[config.mk]
export PLATFORM = sky130hd
export DESIGN_NAME = mem_stage_unit
export DESIGN_NICKNAME = d
export VERILOG_FILES = /design/src/rtl/mem_stage_unit.sv
export SDC_FILE = /design/constraint.sdc
export NUM_CORES = 1
export LEC_CHECK = 0
export BUFFER_PORTS_ARGS = -buffer_cell sky130_fd_sc_hd__buf_4
export CAP_MARGIN = 10
export CORE_AREA = 5 5 104 146
export CTS_CLUSTER_DIAMETER = 150
export CTS_CLUSTER_SIZE = 24
export DETAILED_ROUTE_END_ITERATION = 8
export DIE_AREA = 0 0 109 151
export HOLD_SLACK_MARGIN = 0.02
export PLACE_DENSITY = 0.85
export SLEW_MARGIN = 20
export SYNTH_ARGS = -nofsm -noshare
export SYNTH_HDL_FRONTEND = slang
export SYNTH_SLANG_ARGS = --single-unit
[constraint.sdc]
create_clock -name clk -period 2.3 [get_ports clk]
set_clock_uncertainty 0.05 [all_clocks]
set_input_delay 0.23 -clock clk [delete_from_list [all_inputs] [get_ports clk]]
set_output_delay 0.23 -clock clk [all_outputs]
set_load 0.03 [all_outputs]
[src/rtl/mem_stage_unit.sv]
// Purpose : M pipeline stage. Runs the data-memory req/ack access and holds the MEM/WB register.
// Latency : ALU ops take 1 cycle. Aligned loads and stores take at least 3 cycles (IDLE, BUSY, DONE).
// Backpres: stallM freezes upstream until the ack arrives. A misaligned access faults without stalling.
//
// Ports:
//   clk, rst (async, active-low)
//   EX/MEM in : regWriteM, memToRegM, memWriteM, aluOutM, writeDataM, writeRegM
//   dmem bus  : dmem_req/dmem_we/dmem_addr/dmem_wdata out; dmem_ack/dmem_rdata in
//   hazard    : stallM out
//   MEM/WB out: regWriteW, memToRegW, aluOutW, readDataW, writeRegW, memFaultW
// Optional  : define MEM_TIMEOUT_EN to abort a BUSY access after TIMEOUT_CYC cycles without an ack.
module mem_stage_unit #(
  parameter int DATA_W      = 32,
  parameter int REG_AW      = 5,
  parameter int TIMEOUT_CYC = 16
) (
  input  logic              clk,
  input  logic              rst,
  input  logic              regWriteM,
  input  logic              memToRegM,
  input  logic              memWriteM,
  input  logic [DATA_W-1:0] aluOutM,
  input  logic [DATA_W-1:0] writeDataM,
  input  logic [REG_AW-1:0] writeRegM,
  output logic              dmem_req,
  output logic              dmem_we,
  output logic [DATA_W-1:0] dmem_addr,
  output logic [DATA_W-1:0] dmem_wdata,
  input  logic              dmem_ack,
  input  logic [DATA_W-1:0] dmem_rdata,
  output logic              stallM,
  output logic              regWriteW,
  output logic              memToRegW,
  output logic [DATA_W-1:0] aluOutW,
  output logic [DATA_W-1:0] readDataW,
  output logic [REG_AW-1:0] writeRegW,
  output logic              memFaultW
);

  typedef enum logic [1:0] {IDLE = 2'd0, BUSY = 2'd1, DONE = 2'd2} state_t;

  state_t            state, stateNext;
  logic              acc, misaligned, startAcc, toHit;
  logic [DATA_W-1:0] addrQ, wdataQ, rdataQ;
  logic              weQ, timedOutQ;

  assign acc        = memToRegM | memWriteM;
  assign misaligned = acc & (aluOutM[1:0] != 2'b00);
  assign startAcc   = acc & ~misaligned;

`ifdef MEM_TIMEOUT_EN
  localparam int CNT_W = $clog2(TIMEOUT_CYC) + 1;
  logic [CNT_W-1:0] toCnt;

  // Counter value k means k+1 BUSY cycles have elapsed by the end of this one.
  // A same-cycle ack takes priority, so the timeout is masked by it.
  assign toHit = (state == BUSY) && !dmem_ack && (toCnt == CNT_W'(TIMEOUT_CYC - 1));

  always_ff @(posedge clk or negedge rst) begin
    if (!rst)                toCnt <= '0;
    else if (state != BUSY)  toCnt <= '0;
    else                     toCnt <= toCnt + 1'b1;
  end
`else
  logic unusedTimeoutCfg;
  assign unusedTimeoutCfg = (TIMEOUT_CYC != 0);
  assign toHit = 1'b0;
`endif

  // The bus is driven only in BUSY, from latched copies, so the request is
  // stable for its whole duration regardless of what EX/MEM presents.
  assign dmem_req   = (state == BUSY);
  assign dmem_we    = (state == BUSY) & weQ;
  assign dmem_addr  = addrQ;
  assign dmem_wdata = wdataQ;

  // Gated by reset so the freeze request drops immediately, even while EX/MEM
  // still presents a memory op in IDLE.
  assign stallM = rst & ((state == BUSY) | ((state == IDLE) & startAcc));

  always_comb begin
    stateNext = state;
    case (state)
      IDLE:    if (startAcc) stateNext = BUSY;
      BUSY:    if (dmem_ack || toHit) stateNext = DONE;
      DONE:    stateNext = IDLE;
      default: stateNext = IDLE;
    endcase
  end

  always_ff @(posedge clk or negedge rst) begin
    if (!rst) state <= IDLE;
    else      state <= stateNext;
  end

  // Access latches
  always_ff @(posedge clk or negedge rst) begin
    if (!rst) begin
      addrQ     <= '0;
      wdataQ    <= '0;
      weQ       <= 1'b0;
      rdataQ    <= '0;
      timedOutQ <= 1'b0;
    end else begin
      if ((state == IDLE) && startAcc) begin
        addrQ     <= aluOutM;
        wdataQ    <= writeDataM;
        weQ       <= memWriteM;   // load+store together is treated as a store
        timedOutQ <= 1'b0;
      end
      if (state == BUSY) begin
        if (dmem_ack && !weQ) rdataQ <= dmem_rdata;
        if (toHit)            timedOutQ <= 1'b1;
      end
    end
  end

  // MEM/WB register. A bubble clears only the control bits; the data fields hold.
  always_ff @(posedge clk or negedge rst) begin
    if (!rst) begin
      regWriteW <= 1'b0;
      memToRegW <= 1'b0;
      aluOutW   <= '0;
      readDataW <= '0;
      writeRegW <= '0;
      memFaultW <= 1'b0;
    end else begin
      memFaultW <= 1'b0;
      case (state)
        IDLE: begin
          if (!acc) begin
            regWriteW <= regWriteM;
            memToRegW <= memToRegM;
            aluOutW   <= aluOutM;
            writeRegW <= writeRegM;
          end else begin
            regWriteW <= 1'b0;
            memToRegW <= 1'b0;
            if (misaligned) memFaultW <= 1'b1;
          end
        end
        BUSY: begin
          regWriteW <= 1'b0;
          memToRegW <= 1'b0;
        end
        DONE: begin
          if (timedOutQ) begin
            regWriteW <= 1'b0;
            memToRegW <= 1'b0;
            memFaultW <= 1'b1;
          end else begin
            // EX/MEM is still frozen in DONE, so the M inputs belong to this access.
            regWriteW <= regWriteM & ~weQ;
            memToRegW <= memToRegM & ~weQ;
            aluOutW   <= aluOutM;
            writeRegW <= writeRegM;
            if (!weQ) readDataW <= rdataQ;
          end
        end
        default: begin
          regWriteW <= 1'b0;
          memToRegW <= 1'b0;
        end
      endcase
    end
  end

endmodule

==> flow_summary.html, run 1 <==
<table>
<tr><th>Metric</th><th>Value</th></tr>
<tr><th colspan="2">Status</th></tr>
<tr><td>Outcome</td><td>complete, no violations</td></tr>
<tr><th colspan="2">Timing</th></tr>
<tr><td>Setup repair after global routing missed its margin</td><td>false</td></tr>
<tr><td>Headroom to the max-slew limit</td><td>62.7%</td></tr>
<tr><td>Actual transition at the worst max-transition pin</td><td>0.559 ns</td></tr>
<tr><td>Final number of setup-violating endpoints</td><td>0</td></tr>
<tr><td>Number of endpoints with negative hold slack in the final report</td><td>0</td></tr>
<tr><td>Final setup slack of the worst path</td><td>0.128 ns</td></tr>
<tr><td>Final worst path period share</td><td>94.4%</td></tr>
<tr><td>Fmax achieved</td><td>460 MHz</td></tr>
<tr><td>Tmin final</td><td>2.17 ns</td></tr>
<tr><td>Final Max Slew Viols</td><td>0</td></tr>
<tr><td>Post-route setup TNS</td><td>0 ns</td></tr>
<tr><th colspan="2">Global routing</th></tr>
<tr><td>Maximum number of pins on one net before global-route repair</td><td>88</td></tr>
<tr><td>Met1 Resource Use GR</td><td>approximately a quarter</td></tr>
<tr><td>Initial antenna violation count</td><td>1</td></tr>
<tr><td>Total overflow reported by the global router</td><td>0</td></tr>
<tr><td>First-pass GRT wire length</td><td>28100 um</td></tr>
<tr><td>Busiest metal layer after global routing</td><td>met2</td></tr>
<tr><td>All-Layer GR Usage</td><td>about 23%</td></tr>
<tr><td>Met2 demand-to-capacity share in global routing</td><td>40.5%</td></tr>
<tr><td>Via count of the first global-routing pass</td><td>5222</td></tr>
<tr><td>Global routing met3 resource utilization</td><td>7.42%</td></tr>
<tr><th colspan="2">CTS</th></tr>
<tr><td>PostCTS Resize Cnt</td><td>0</td></tr>
<tr><td>CTS sink cnt</td><td>171</td></tr>
<tr><td>Number of buffers inserted during clock tree synthesis</td><td>17</td></tr>
<tr><td>CTS Root Cell</td><td>clkbuf_16</td></tr>
<tr><td>CTS tree</td><td>built</td></tr>
<tr><td>Clock-pin slew on the worst setup and hold paths</td><td>0.06 ns</td></tr>
<tr><td>Maximum level of the CTS H-tree</td><td>4</td></tr>
<tr><td>Largest buffer count on any clock path</td><td>2</td></tr>
<tr><td>Clock latency on the worst-skew pair</td><td>between 0.4 and 0.5 ns</td></tr>
<tr><th colspan="2">Yosys</th></tr>
<tr><td>Number of warning messages in the yosys log</td><td>0</td></tr>
<tr><td>Post-synthesis instance area</td><td>0.00658 sq mm</td></tr>
<tr><td>Mean Syn Cell Area</td><td>17.6 sq um</td></tr>
<tr><td>Proportion of synthesized area in mux cells</td><td>29.8%</td></tr>
<tr><td>Area share of fa/ha/maj cells after synthesis</td><td>0%</td></tr>
<tr><td>Post-synthesis instance total</td><td>373</td></tr>
<tr><td>Seq cells post-synth</td><td>171</td></tr>
<tr><td>Simple-gate share of the synthesized area</td><td>~1.7%</td></tr>
<tr><td>Count of unique library cells instantiated by Yosys</td><td>22</td></tr>
<tr><td>Main combinational cell family by area after synthesis</td><td>multiplexers</td></tr>
<tr><td>Synthesized Nets</td><td>480</td></tr>
<tr><td>Sequential area share after synthesis</td><td>65.0%</td></tr>
<tr><td>XOR/XNOR Fraction of Synth Area</td><td>0%</td></tr>
<tr><td>Complex-gate fraction of the synthesized area</td><td>0.475%</td></tr>
<tr><th colspan="2">Die</th></tr>
<tr><td>Effective utilization at floorplan</td><td>48.0%</td></tr>
<tr><td>Die Footprint</td><td>0.0165 sq mm</td></tr>
<tr><td>Std-Cell Core Area</td><td>0.0137 sq mm</td></tr>
<tr><td>I/O Pins</td><td>246</td></tr>
<tr><td>Floorplan die height</td><td>about 150 um</td></tr>
<tr><td>Std-Cell Rows</td><td>51</td></tr>
<tr><td>X dimension of the die</td><td>109 um</td></tr>
<tr><th colspan="2">Detailed routing</th></tr>
<tr><td>Vias/cell</td><td>between 4 and 5</td></tr>
<tr><td>Via total after detailed routing</td><td>4560</td></tr>
<tr><td>Antenna viol nets, final</td><td>0</td></tr>
<tr><td>1st-iter DRT viols</td><td>between 100 and 150</td></tr>
<tr><td>Router iterations before antenna repair</td><td>4</td></tr>
<tr><td>DRC violation count after routing</td><td>0</td></tr>
<tr><td>Detailed Route WL</td><td>18500 um</td></tr>
<tr><td>Routed wire length per instance</td><td>19.8 um</td></tr>
<tr><th colspan="2">Worst setup path</th></tr>
<tr><td>Worst R2R Path Depth</td><td>4</td></tr>
<tr><td>Register-to-register setup slack</td><td>0.46 ns</td></tr>
<tr><td>Largest fanout on the critical path</td><td>17</td></tr>
<tr><td>Required time worst endpoint</td><td>roughly 2.0 ns</td></tr>
<tr><td>Sort of element at the start of the critical path</td><td>primary input</td></tr>
<tr><td>End of the worst register-to-register path</td><td>rdataQ[31]</td></tr>
<tr><td>Crit path DAT</td><td>between 1.5 and 2 ns</td></tr>
<tr><td>Type of destination of the critical path</td><td>primary output</td></tr>
<tr><td>Crit Reg-Reg Startpoint</td><td>state[0]</td></tr>
<tr><td>Path type of the worst setup path</td><td>primary input to primary output</td></tr>
<tr><th colspan="2">Worst hold path</th></tr>
<tr><td>Worst hold path depth</td><td>2</td></tr>
<tr><td>Start point of the worst hold path</td><td>aluOutM[0]</td></tr>
<tr><td>Hold Path End</td><td>aluOutW[0]</td></tr>
<tr><td>Classification of the worst-slack hold path</td><td>primary input to register</td></tr>
<tr><th colspan="2">Pwr</th></tr>
<tr><td>Power per unit of standard cell area</td><td>1180 mW/mm^2</td></tr>
<tr><td>Relative contribution of combinational cells to total power</td><td>38.8%</td></tr>
<tr><td>Worst vdd ir</td><td>745 uV</td></tr>
<tr><td>Sw frac</td><td>between 30% and 40%</td></tr>
<tr><td>Power dissipated by switching net loads</td><td>4.27 mW</td></tr>
<tr><td>Pint</td><td>7.79 mW</td></tr>
<tr><td>Leakage power of the design</td><td>4.83 nW</td></tr>
<tr><td>Sequential share of power</td><td>38.9%</td></tr>
<tr><td>Clock network fraction of total power</td><td>22.3%</td></tr>
<tr><th colspan="2">Placement</th></tr>
<tr><td>RePlAce Congestion</td><td>~0.76</td></tr>
<tr><td>Post-placement worst setup slack</td><td>0.460 ns</td></tr>
<tr><td>Count of buffers inserted at the top-level ports</td><td>between 200 and 250</td></tr>
<tr><td>Detailed placement HPWL</td><td>approximately 12000 um</td></tr>
<tr><th colspan="2">Job</th></tr>
<tr><td>Reported max-cap violation count</td><td>0</td></tr>
<tr><th colspan="2">Final layout</th></tr>
<tr><td>FILL cells</td><td>773</td></tr>
<tr><td>Area growth from synthesis to final layout</td><td>55.4%</td></tr>
<tr><td>Fraction of layout instances using a drive strength above 1</td><td>57.0%</td></tr>
<tr><td>Layout Nets</td><td>around 840</td></tr>
</table>
-- cell usage in the layout (no fill, tap or decap), drive strengths merged, types with 2 or more instances in the layout --
cell         Yosys  routed
buf             18     255
clkinv           0       3
inv              2       3
clkbuf           0      27
mux2           164     164
nor2b            3       3
and2             3       3
dfrtp          171     171
nor3b            2       2
nor3             2       2
dlygate4sd3      0     105
-- power by group through the flow --
stage | clock (mW) | sequential (mW) | combinational (mW)
after CTS | 2.74 | 4.66 | 4.67
after global routing | 2.87 | 4.81 | 4.90
after floorplan | 0 | 6.08 | 1.24
after global placement | 0 | 4.62 | 4.39
final | 2.69 | 4.69 | 4.69
after detailed placement | 0 | 4.69 | 4.51
-- worst max-delay path by stage --
stage	startpoint	end	slack, ns	cells after the start
CTS	state[0]	stallM	0.03	4
global route	memToRegM	stallM	0.07	8
detailed placement	state[0]	rdataQ[31]	0.46	4
floorplan	state[1]	stallM	0.61	5
finish	memToRegM	stallM	0.13	8
global placement	state[0]	rdataQ[31]	0.53	4
-- synthesized netlist by cell type --
library cell	n	share of area, %
buf_4	4	0.46
buf_2	3	0.23
and2_1	3	0.29
o21bai_2	1	0.17
nor2_1	1	0.057
mux2_2	108	18
mux2_1	26	4.4
o21a_1	1	0.11
a21o_1	1	0.11
and2b_4	1	0.15
inv_1	2	0.11
nor4_4	1	0.32
nor3b_2	1	0.19
mux2_4	30	6.8
nor3_1	2	0.15
a21oi_1	1	0.076
nor3b_1	1	0.11
dfrtp_1	171	65
and3_1	1	0.095
nor2b_1	3	0.29
buf_6	8	1.4
buf_12	3	0.91
-- routing by layer --
layer	vias to the layer above	share of wire, %
li1	2029	-
met1	2325	36
met2	171	55
met3	35	6.4
met4	0	2.6
met5	-	0
-- layout make-up --
class                   count  area [sq um]  area share (%)
flip-flops and latches    171          4280            41.8
inverters                   2          7.51          0.0734
well taps                 185           231            2.26
diodes                      1          2.50          0.0245
repair buffers            361          3040            29.8
clock buffers              26           489            4.78
multi-input cells         182          2110            20.7
clock inverters             6          61.3           0.599
-- logic make-up (layout without fill, tap and decap cells) --
group	Yosys count	in the layout
AOI/OAI and AO/OA	4	4
buffers and inverters	20	395
DFF	171	171
muxes	164	164
other	0	1
and+or+nand+nor	14	14
-- critical path: stages --
cell and delay [ns]:
dlygate4sd3_1 0.56, buf_4 0.16, o21bai_2 0.23, nor4_4 0.05, buf_4 0.16, buf_12 0.16
o21a_1 0.17, buf_4 0.16
-- state kept, by name (all words and copies together), names as in the netlist --
register,flops
regWriteW,1
dmem_wdata,32
rdataQ,32
memToRegW,1
writeRegW,5
dmem_addr,32
readDataW,32
memFaultW,1
weQ,1
aluOutW,32
state,2
-- what timing repair did --
| item | 4_1_cts | 5_1_grt |
|---|---|---|
| setup buffers | 0 | 2 |
| setup endpoints to repair | 0 | 1 |
| endpoints found under the hold margin | 173 | 0 |
| hold buffers | 105 | 0 |
-- through the flow --
step	power [mW]	instances	area (sq um)	hold WS [ns]	utilization, %
after CTS	12.1	930	10200	0.0278	74.3
after global routing	12.6	934	10200	0.0375	74.6
final	12.1	934	10200	0.0510	74.6
after floorplan	7.33	373	6580	-0.116	-
after detailed placement	9.21	793	8590	0.118	62.6
after global placement	9.01	793	8590	0.103	62.6
No activity file was read; power rests on OpenSTA's default activity.
==> run 2: changes to the inputs <==
--- a/config.mk
+++ b/config.mk
@@ -7,13 +7,13 @@
 export LEC_CHECK = 0
 export BUFFER_PORTS_ARGS = -buffer_cell sky130_fd_sc_hd__buf_4
 export CAP_MARGIN = 10
-export CORE_AREA = 5 5 104 146
+export CORE_AREA = 5 5 101 140
 export CTS_CLUSTER_DIAMETER = 150
 export CTS_CLUSTER_SIZE = 24
 export DETAILED_ROUTE_END_ITERATION = 8
-export DIE_AREA = 0 0 109 151
+export DIE_AREA = 0 0 106 145
 export HOLD_SLACK_MARGIN = 0.02
-export PLACE_DENSITY = 0.85
+export PLACE_DENSITY = 0.91
 export SLEW_MARGIN = 20
 export SYNTH_ARGS = -nofsm -noshare
 export SYNTH_HDL_FRONTEND = slang
==> constraint.sdc (replaced) <==
create_clock -name clk -period 2.8 [get_ports clk]
set_clock_uncertainty 0.05 [all_clocks]
set_input_delay 0.28 -clock clk [delete_from_list [all_inputs] [get_ports clk]]
set_output_delay 0.28 -clock clk [all_outputs]
set_load 0.03 [all_outputs]
==> flow_summary.html, run 2 (synthesized netlist as in run 1, its figures left out) <==
<table>
<tr><th>Metric</th><th>Value</th></tr>
<tr><th colspan="2">Timing</th></tr>
<tr><td>Fmax achieved</td><td>approximately 420 MHz</td></tr>
<tr><td>Number of endpoints with negative hold slack in the final report</td><td>0</td></tr>
<tr><td>Final number of setup-violating endpoints</td><td>0</td></tr>
<tr><td>Final worst path period share</td><td>~84%</td></tr>
<tr><td>Post-route setup TNS</td><td>0 ns</td></tr>
<tr><td>Setup repair after global routing missed its margin</td><td>false</td></tr>
<tr><td>Actual transition at the worst max-transition pin</td><td>0.567 ns</td></tr>
<tr><td>Tmin final</td><td>2.36 ns</td></tr>
<tr><td>Final Max Slew Viols</td><td>0</td></tr>
<tr><td>Headroom to the max-slew limit</td><td>62.2%</td></tr>
<tr><th colspan="2">Global routing</th></tr>
<tr><td>Via count of the first global-routing pass</td><td>4798</td></tr>
<tr><td>Maximum number of pins on one net before global-route repair</td><td>88</td></tr>
<tr><td>All-Layer GR Usage</td><td>a little over a fifth</td></tr>
<tr><td>First-pass GRT wire length</td><td>25400 um</td></tr>
<tr><td>Total overflow reported by the global router</td><td>0</td></tr>
<tr><td>Initial antenna violation count</td><td>0</td></tr>
<tr><th colspan="2">Die</th></tr>
<tr><td>Die Footprint</td><td>0.0154 sq mm</td></tr>
<tr><td>Effective utilization at floorplan</td><td>about half</td></tr>
<tr><td>Std-Cell Core Area</td><td>roughly 0.013 sq mm</td></tr>
<tr><td>Std-Cell Rows</td><td>49</td></tr>
<tr><td>Floorplan die height</td><td>around 150 um</td></tr>
<tr><td>X dimension of the die</td><td>106 um</td></tr>
<tr><td>I/O Pins</td><td>246</td></tr>
<tr><th colspan="2">CTS</th></tr>
<tr><td>Clock latency on the worst-skew pair</td><td>0.40 ns</td></tr>
<tr><td>Largest buffer count on any clock path</td><td>2</td></tr>
<tr><td>Maximum level of the CTS H-tree</td><td>4</td></tr>
<tr><td>Clock-pin slew on the worst setup and hold paths</td><td>0.07 ns</td></tr>
<tr><td>CTS Root Cell</td><td>clkbuf_16</td></tr>
<tr><td>PostCTS Resize Cnt</td><td>0</td></tr>
<tr><td>CTS sink cnt</td><td>171</td></tr>
<tr><td>Number of buffers inserted during clock tree synthesis</td><td>17</td></tr>
<tr><td>Cts hold-fix bufs</td><td>1</td></tr>
<tr><td>CTS tree</td><td>built</td></tr>
<tr><td>Number of post-CTS setup repair buffers</td><td>0</td></tr>
<tr><th colspan="2">Worst setup path</th></tr>
<tr><td>Largest fanout on the critical path</td><td>65</td></tr>
<tr><td>Sort of element at the start of the critical path</td><td>register</td></tr>
<tr><td>CP delay by family, top</td><td>flip-flops</td></tr>
<tr><td>Critical Path Stages</td><td>4</td></tr>
<tr><td>Required time worst endpoint</td><td>2.47 ns</td></tr>
<tr><td>Combined buffer and inverter count along the critical path</td><td>2</td></tr>
<tr><td>CP peak stage delay</td><td>0.50 ns</td></tr>
<tr><td>Max stage delay cell, worst path</td><td>dfrtp_1</td></tr>
<tr><td>Worst R2R Path Depth</td><td>3</td></tr>
<tr><td>Type of destination of the critical path</td><td>primary output</td></tr>
<tr><td>Worst path cell trace</td><td>nor4_4, buf_12, o21a_1, buf_4</td></tr>
<tr><td>Path type of the worst setup path</td><td>register to primary output</td></tr>
<tr><td>Crit path DAT</td><td>about 2.0 ns</td></tr>
<tr><th colspan="2">Worst hold path</th></tr>
<tr><td>Classification of the worst-slack hold path</td><td>primary input to register</td></tr>
<tr><td>Worst hold path depth</td><td>2</td></tr>
<tr><th colspan="2">Detailed routing</th></tr>
<tr><td>Vias/cell</td><td>between 5 and 6</td></tr>
<tr><td>Detailed Route WL</td><td>~16000 um</td></tr>
<tr><td>1st-iter DRT viols</td><td>105</td></tr>
<tr><td>DRC violation count after routing</td><td>0</td></tr>
<tr><td>Antenna viol nets, final</td><td>0</td></tr>
<tr><td>Routed wire length per instance</td><td>19.6 um</td></tr>
<tr><td>Router iterations before antenna repair</td><td>4</td></tr>
<tr><td>Via total after detailed routing</td><td>4042</td></tr>
<tr><th colspan="2">Pwr</th></tr>
<tr><td>Worst vdd ir</td><td>645 uV</td></tr>
<tr><td>Power per unit of standard cell area</td><td>~1100 mW/mm^2</td></tr>
<tr><td>Post-layout total power</td><td>~9.8 mW</td></tr>
<tr><td>Leakage power of the design</td><td>4.37 nW</td></tr>
<tr><th colspan="2">Job</th></tr>
<tr><td>Reported max-cap violation count</td><td>0</td></tr>
<tr><th colspan="2">Final layout</th></tr>
<tr><td>Layout Nets</td><td>734</td></tr>
<tr><td>Area growth from synthesis to final layout</td><td>38.6%</td></tr>
<tr><td>FILL cells</td><td>851</td></tr>
<tr><td>Commonest cells after routing, fill and taps aside</td><td>247 x buf_4, 171 x dfrtp_1, 108 x mux2_2</td></tr>
<tr><td>ANT cells</td><td>0</td></tr>
<tr><td>Final core area utilization</td><td>71.5%</td></tr>
<tr><td>Non-Filler Cell Area, Final</td><td>0.00912 sq mm</td></tr>
<tr><td>Fraction of layout instances using a drive strength above 1</td><td>66.5%</td></tr>
<tr><td>Most common cell after layout, fill and taps aside</td><td>buf_4</td></tr>
<tr><th colspan="2">Placement</th></tr>
<tr><td>Detailed placement HPWL</td><td>11400 um</td></tr>
<tr><td>RePlAce Congestion</td><td>0.769</td></tr>
<tr><td>Post-placement cell area</td><td>0.00852 sq mm</td></tr>
<tr><td>Count of buffers inserted at the top-level ports</td><td>245</td></tr>
<tr><th colspan="2">Status</th></tr>
<tr><td>Outcome</td><td>complete, no violations</td></tr>
</table>
-- run 2: changes by cell type in the layout (fill, tap and decap cells not counted), sizes merged, moves of 3 or more --
cell         before  now
dlygate4sd3     105    2
clkbuf           27   19
buf             255  251
clkinvlp          1    4
inv               3    6
-- run 2: path summary, 6_finish.rpt --
check                               startpoint             end  slack, ns
worst min-delay path             writeDataM[7]   dmem_wdata[7]       0.04
worst max register to register        state[0]    dmem_addr[2]       0.90
worst min register to register  dmem_wdata[17]  dmem_wdata[17]       0.44
min in group asynchronous                  rst      rdataQ[24]       0.30
worst max-delay path                  state[0]          stallM       0.44
max in group asynchronous                  rst      aluOutW[4]       1.48
-- run 2: where the power goes --
| part | total, mW | internal [mW] | switching [mW] |
|---|---|---|---|
| Combinational | 3.67 | 1.67 | 2.00 |
| Sequential | 3.82 | 3.33 | 0.484 |
| Clock | 2.31 | 1.35 | 0.967 |
| Total | 9.80 | 6.34 | 3.45 |
-- run 2: layout make-up --
type                    instances  area, sq um  share of cell area [%]
inverters                       2         7.51                  0.0823
clock inverters                12          139                    1.52
multi-input cells             182         2110                    23.2
repair buffers                253         1950                    21.3
flip-flops and latches        171         4280                    46.9
clock buffers                  19          443                    4.86
well taps                     153          191                    2.10
-- run 2: metal layers --
layer	track usage (%)	up-vias	wire length (um)
met3	6.76	29	1080
met2	36.1	151	8310
met1	24.1	2055	5700
met4	7.78	0	424
met5	0	-	0
li1	-	1807	-
-- run 2: worst reg2reg max path, cell delays in order, from the launching register on --
cell,delay (ns)
dfrtp_1,0.50
nor4_4,0.44
buf_12,0.34
mux2_2,0.46
-- run 2: per-stage QoR --
| stage | std cells | worst slack [ns] | hold slack (ns) |
|---|---|---|---|
| 2_1_floorplan | 373 | 1.06 | -0.0656 |
| 3_3_place_gp | 759 | 0.890 | 0.156 |
| 3_5_place_dp | 759 | 0.846 | 0.169 |
| 4_1_cts | 791 | 0.392 | 0.0201 |
| 5_1_grt | 792 | 0.331 | 0.0246 |
| 6_report | 792 | 0.439 | 0.0445 |
==> run 3: changes to the inputs <==
--- a/config.mk
+++ b/config.mk
@@ -7,13 +7,13 @@
 export LEC_CHECK = 0
 export BUFFER_PORTS_ARGS = -buffer_cell sky130_fd_sc_hd__buf_4
 export CAP_MARGIN = 10
-export CORE_AREA = 5 5 101 140
+export CORE_AREA = 5 5 104 146
 export CTS_CLUSTER_DIAMETER = 150
 export CTS_CLUSTER_SIZE = 24
 export DETAILED_ROUTE_END_ITERATION = 8
-export DIE_AREA = 0 0 106 145
+export DIE_AREA = 0 0 109 151
 export HOLD_SLACK_MARGIN = 0.02
-export PLACE_DENSITY = 0.91
+export PLACE_DENSITY = 0.85
 export SLEW_MARGIN = 20
 export SYNTH_ARGS = -nofsm -noshare
 export SYNTH_HDL_FRONTEND = slang
==> constraint.sdc (replaced) <==
create_clock -name clk -period 2.22 [get_ports clk]
set_clock_uncertainty 0.05 [all_clocks]
set_input_delay 0.222 -clock clk [delete_from_list [all_inputs] [get_ports clk]]
set_output_delay 0.222 -clock clk [all_outputs]
set_load 0.03 [all_outputs]
==> flow_summary.html, run 3 (synthesized netlist as in run 1, its figures left out) <==
<table>
<tr><th>Metric</th><th>Value</th></tr>
<tr><th colspan="2">Worst setup path</th></tr>
<tr><td>Largest fanout on the critical path</td><td>17</td></tr>
<tr><td>Capturing element of the worst setup path</td><td>stallM</td></tr>
<tr><td>Required time worst endpoint</td><td>between 1.5 and 2 ns</td></tr>
<tr><td>End of the worst register-to-register path</td><td>dmem_wdata[25]</td></tr>
<tr><td>Timing startpoint of the critical path</td><td>state[1]</td></tr>
<tr><td>Register-to-register setup slack</td><td>0.28 ns</td></tr>
<tr><td>Crit Reg-Reg Startpoint</td><td>state[1]</td></tr>
<tr><td>Crit path DAT</td><td>1.84 ns</td></tr>
<tr><td>Sort of element at the start of the critical path</td><td>register</td></tr>
<tr><td>Path type of the worst setup path</td><td>register to primary output</td></tr>
<tr><td>Type of destination of the critical path</td><td>primary output</td></tr>
<tr><td>Worst R2R Path Depth</td><td>5</td></tr>
<tr><th colspan="2">Timing</th></tr>
<tr><td>Setup repair after global routing missed its margin</td><td>false</td></tr>
<tr><td>Number of endpoints with negative hold slack in the final report</td><td>0</td></tr>
<tr><td>Final worst path period share</td><td>between 90% and 100%</td></tr>
<tr><td>Actual transition at the worst max-transition pin</td><td>between 0.4 and 0.5 ns</td></tr>
<tr><td>Final number of setup-violating endpoints</td><td>0</td></tr>
<tr><td>Tmin final</td><td>2.11 ns</td></tr>
<tr><td>Headroom to the max-slew limit</td><td>66.7%</td></tr>
<tr><td>Post-route setup TNS</td><td>0 ns</td></tr>
<tr><td>Final Max Slew Viols</td><td>0</td></tr>
<tr><td>Fmax achieved</td><td>approximately 470 MHz</td></tr>
<tr><th colspan="2">Final layout</th></tr>
<tr><td>Fraction of layout instances using a drive strength above 1</td><td>57.5%</td></tr>
<tr><td>Most common cell after layout, fill and taps aside</td><td>buf_4</td></tr>
<tr><td>Commonest cells after routing, fill and taps aside</td><td>248 x buf_4, 171 x dfrtp_1, 108 x mux2_2</td></tr>
<tr><td>Layout Nets</td><td>roughly 840</td></tr>
<tr><td>Area growth from synthesis to final layout</td><td>56.1%</td></tr>
<tr><td>Non-Filler Cell Area, Final</td><td>0.0103 sq mm</td></tr>
<tr><td>Multi-input logic area</td><td>0.00211 sq mm</td></tr>
<tr><td>FILL cells</td><td>784</td></tr>
<tr><td>Combined flip-flop and latch cell area</td><td>0.00428 sq mm</td></tr>
<tr><th colspan="2">Global routing</th></tr>
<tr><td>Total overflow reported by the global router</td><td>0</td></tr>
<tr><td>Via count of the first global-routing pass</td><td>approximately 5400</td></tr>
<tr><td>Maximum number of pins on one net before global-route repair</td><td>90</td></tr>
<tr><td>All-Layer GR Usage</td><td>a little under a quarter</td></tr>
<tr><td>First-pass GRT wire length</td><td>~30000 um</td></tr>
<tr><td>Initial antenna violation count</td><td>1</td></tr>
<tr><th colspan="2">Die</th></tr>
<tr><td>Std-Cell Core Area</td><td>0.0137 sq mm</td></tr>
<tr><td>X dimension of the die</td><td>109 um</td></tr>
<tr><td>Effective utilization at floorplan</td><td>48.0%</td></tr>
<tr><td>Floorplan die height</td><td>about 150 um</td></tr>
<tr><td>Die Footprint</td><td>0.0165 sq mm</td></tr>
<tr><td>I/O Pins</td><td>246</td></tr>
<tr><td>Std-Cell Rows</td><td>51</td></tr>
<tr><th colspan="2">Detailed routing</th></tr>
<tr><td>Antenna viol nets, final</td><td>0</td></tr>
<tr><td>Detailed Route WL</td><td>between 15000 and 20000 um</td></tr>
<tr><td>Routed wire length per instance</td><td>20.4 um</td></tr>
<tr><td>Vias/cell</td><td>approximately 5</td></tr>
<tr><td>DRC violation count after routing</td><td>0</td></tr>
<tr><td>Router iterations before antenna repair</td><td>4</td></tr>
<tr><td>1st-iter DRT viols</td><td>144</td></tr>
<tr><td>Via total after detailed routing</td><td>4536</td></tr>
<tr><th colspan="2">Pwr</th></tr>
<tr><td>Worst vdd ir</td><td>slightly above 800 uV</td></tr>
<tr><td>Sequential share of power</td><td>38.6%</td></tr>
<tr><td>Power dissipated by switching net loads</td><td>roughly 4.5 mW</td></tr>
<tr><td>Pint</td><td>8.09 mW</td></tr>
<tr><td>Clock network fraction of total power</td><td>22.5%</td></tr>
<tr><td>Relative contribution of combinational cells to total power</td><td>38.9%</td></tr>
<tr><td>Leakage power of the design</td><td>4.86 nW</td></tr>
<tr><td>Sw frac</td><td>35.8%</td></tr>
<tr><td>Power per unit of standard cell area</td><td>1230 mW/mm^2</td></tr>
<tr><th colspan="2">CTS</th></tr>
<tr><td>CTS sink cnt</td><td>about 170</td></tr>
<tr><td>CTS Root Cell</td><td>clkbuf_16</td></tr>
<tr><td>Maximum level of the CTS H-tree</td><td>4</td></tr>
<tr><td>PostCTS Resize Cnt</td><td>0</td></tr>
<tr><td>Clock latency on the worst-skew pair</td><td>approximately 0.4 ns</td></tr>
<tr><td>Clock-pin slew on the worst setup and hold paths</td><td>0.06 ns</td></tr>
<tr><td>Largest buffer count on any clock path</td><td>2</td></tr>
<tr><td>CTS tree</td><td>built</td></tr>
<tr><td>Number of buffers inserted during clock tree synthesis</td><td>17</td></tr>
<tr><th colspan="2">Placement</th></tr>
<tr><td>Detailed placement HPWL</td><td>about 12000 um</td></tr>
<tr><td>Post-placement cell area</td><td>between 0.008 and 0.009 sq mm</td></tr>
<tr><td>Count of buffers inserted at the top-level ports</td><td>245</td></tr>
<tr><td>RePlAce Congestion</td><td>about 0.74</td></tr>
<tr><th colspan="2">Status</th></tr>
<tr><td>Outcome</td><td>complete, no violations</td></tr>
<tr><th colspan="2">Worst hold path</th></tr>
<tr><td>Classification of the worst-slack hold path</td><td>primary input to register</td></tr>
<tr><th colspan="2">Job</th></tr>
<tr><td>Reported max-cap violation count</td><td>0</td></tr>
</table>
## run 3: final cells by class
cell class	count	share of cell area, %
Tap cell	185	2.25
Clock buffer	22	4.61
Timing Repair Buffer	361	29.9
Antenna cell	1	0.0244
Clock inverter	10	0.877
Inverter	2	0.0731
Sequential cell	171	41.6
Multi-Input combinational cell	182	20.6
## run 3: how the worst min path moves through the flow
stage,startpoint,endpoint,depth (start not counted)
floorplan,rst,aluOutW[0],0
global placement,rst,readDataW[19],1
detailed placement,rst,readDataW[19],1
CTS,aluOutM[1],aluOutW[1],2
global route,aluOutM[1],aluOutW[1],2
finish,aluOutM[1],aluOutW[1],2
## run 3: what timing repair did
| item | CTS | global route |
|---|---|---|
| endpoints found under the hold margin | 181 | 0 |
| setup buffers | 1 | 0 |
| endpoints found under the setup margin | 1 | 0 |
| hold buffers | 105 | 0 |
## run 3: critical path, stage by stage (launching register included)
cell      delay (ns)
dfrtp_1         0.42
o21bai_2        0.25
nor4_4          0.23
buf_12          0.21
o21a_1          0.14
buf_4           0.17
## run 3: power by group through the flow
stage	Clock (mW)	Combinational, mW	Sequential (mW)
4_1_cts	2.87	4.88	4.81
3_5_place_dp	0	4.69	4.85
6_report	2.84	4.89	4.86
3_3_place_gp	0	4.57	4.77
2_1_floorplan	0	1.29	6.30
5_1_grt	3.02	5.13	4.98
## run 3: layer usage
metal / part of all wire (%) / global-route usage [%] / vias up / wire [um]
met5: 0 / 0 / - / 0
met4: 3.6 / 10.2 / 0 / 686
met3: 6.4 / 7.29 / 50 / 1220
met2: 55 / 42.0 / 185 / 10400
met1: 35 / 25.5 / 2264 / 6700
li1: - / - / 2037 / -
## run 3: per-stage QoR
step | std cells | worst slack, ns | total power, mW | hold slack, ns | util (%)
final | 934 | 0.107 | 12.6 | 0.0427 | 74.9
after floorplan | 373 | 0.537 | 7.59 | -0.124 | -
after CTS | 933 | 0.0953 | 12.6 | 0.0270 | 74.9
after global routing | 934 | 0.0275 | 13.1 | 0.0351 | 74.9
after detailed placement | 794 | 0.388 | 9.54 | 0.139 | 62.8
after global placement | 794 | 0.418 | 9.34 | 0.127 | 62.8
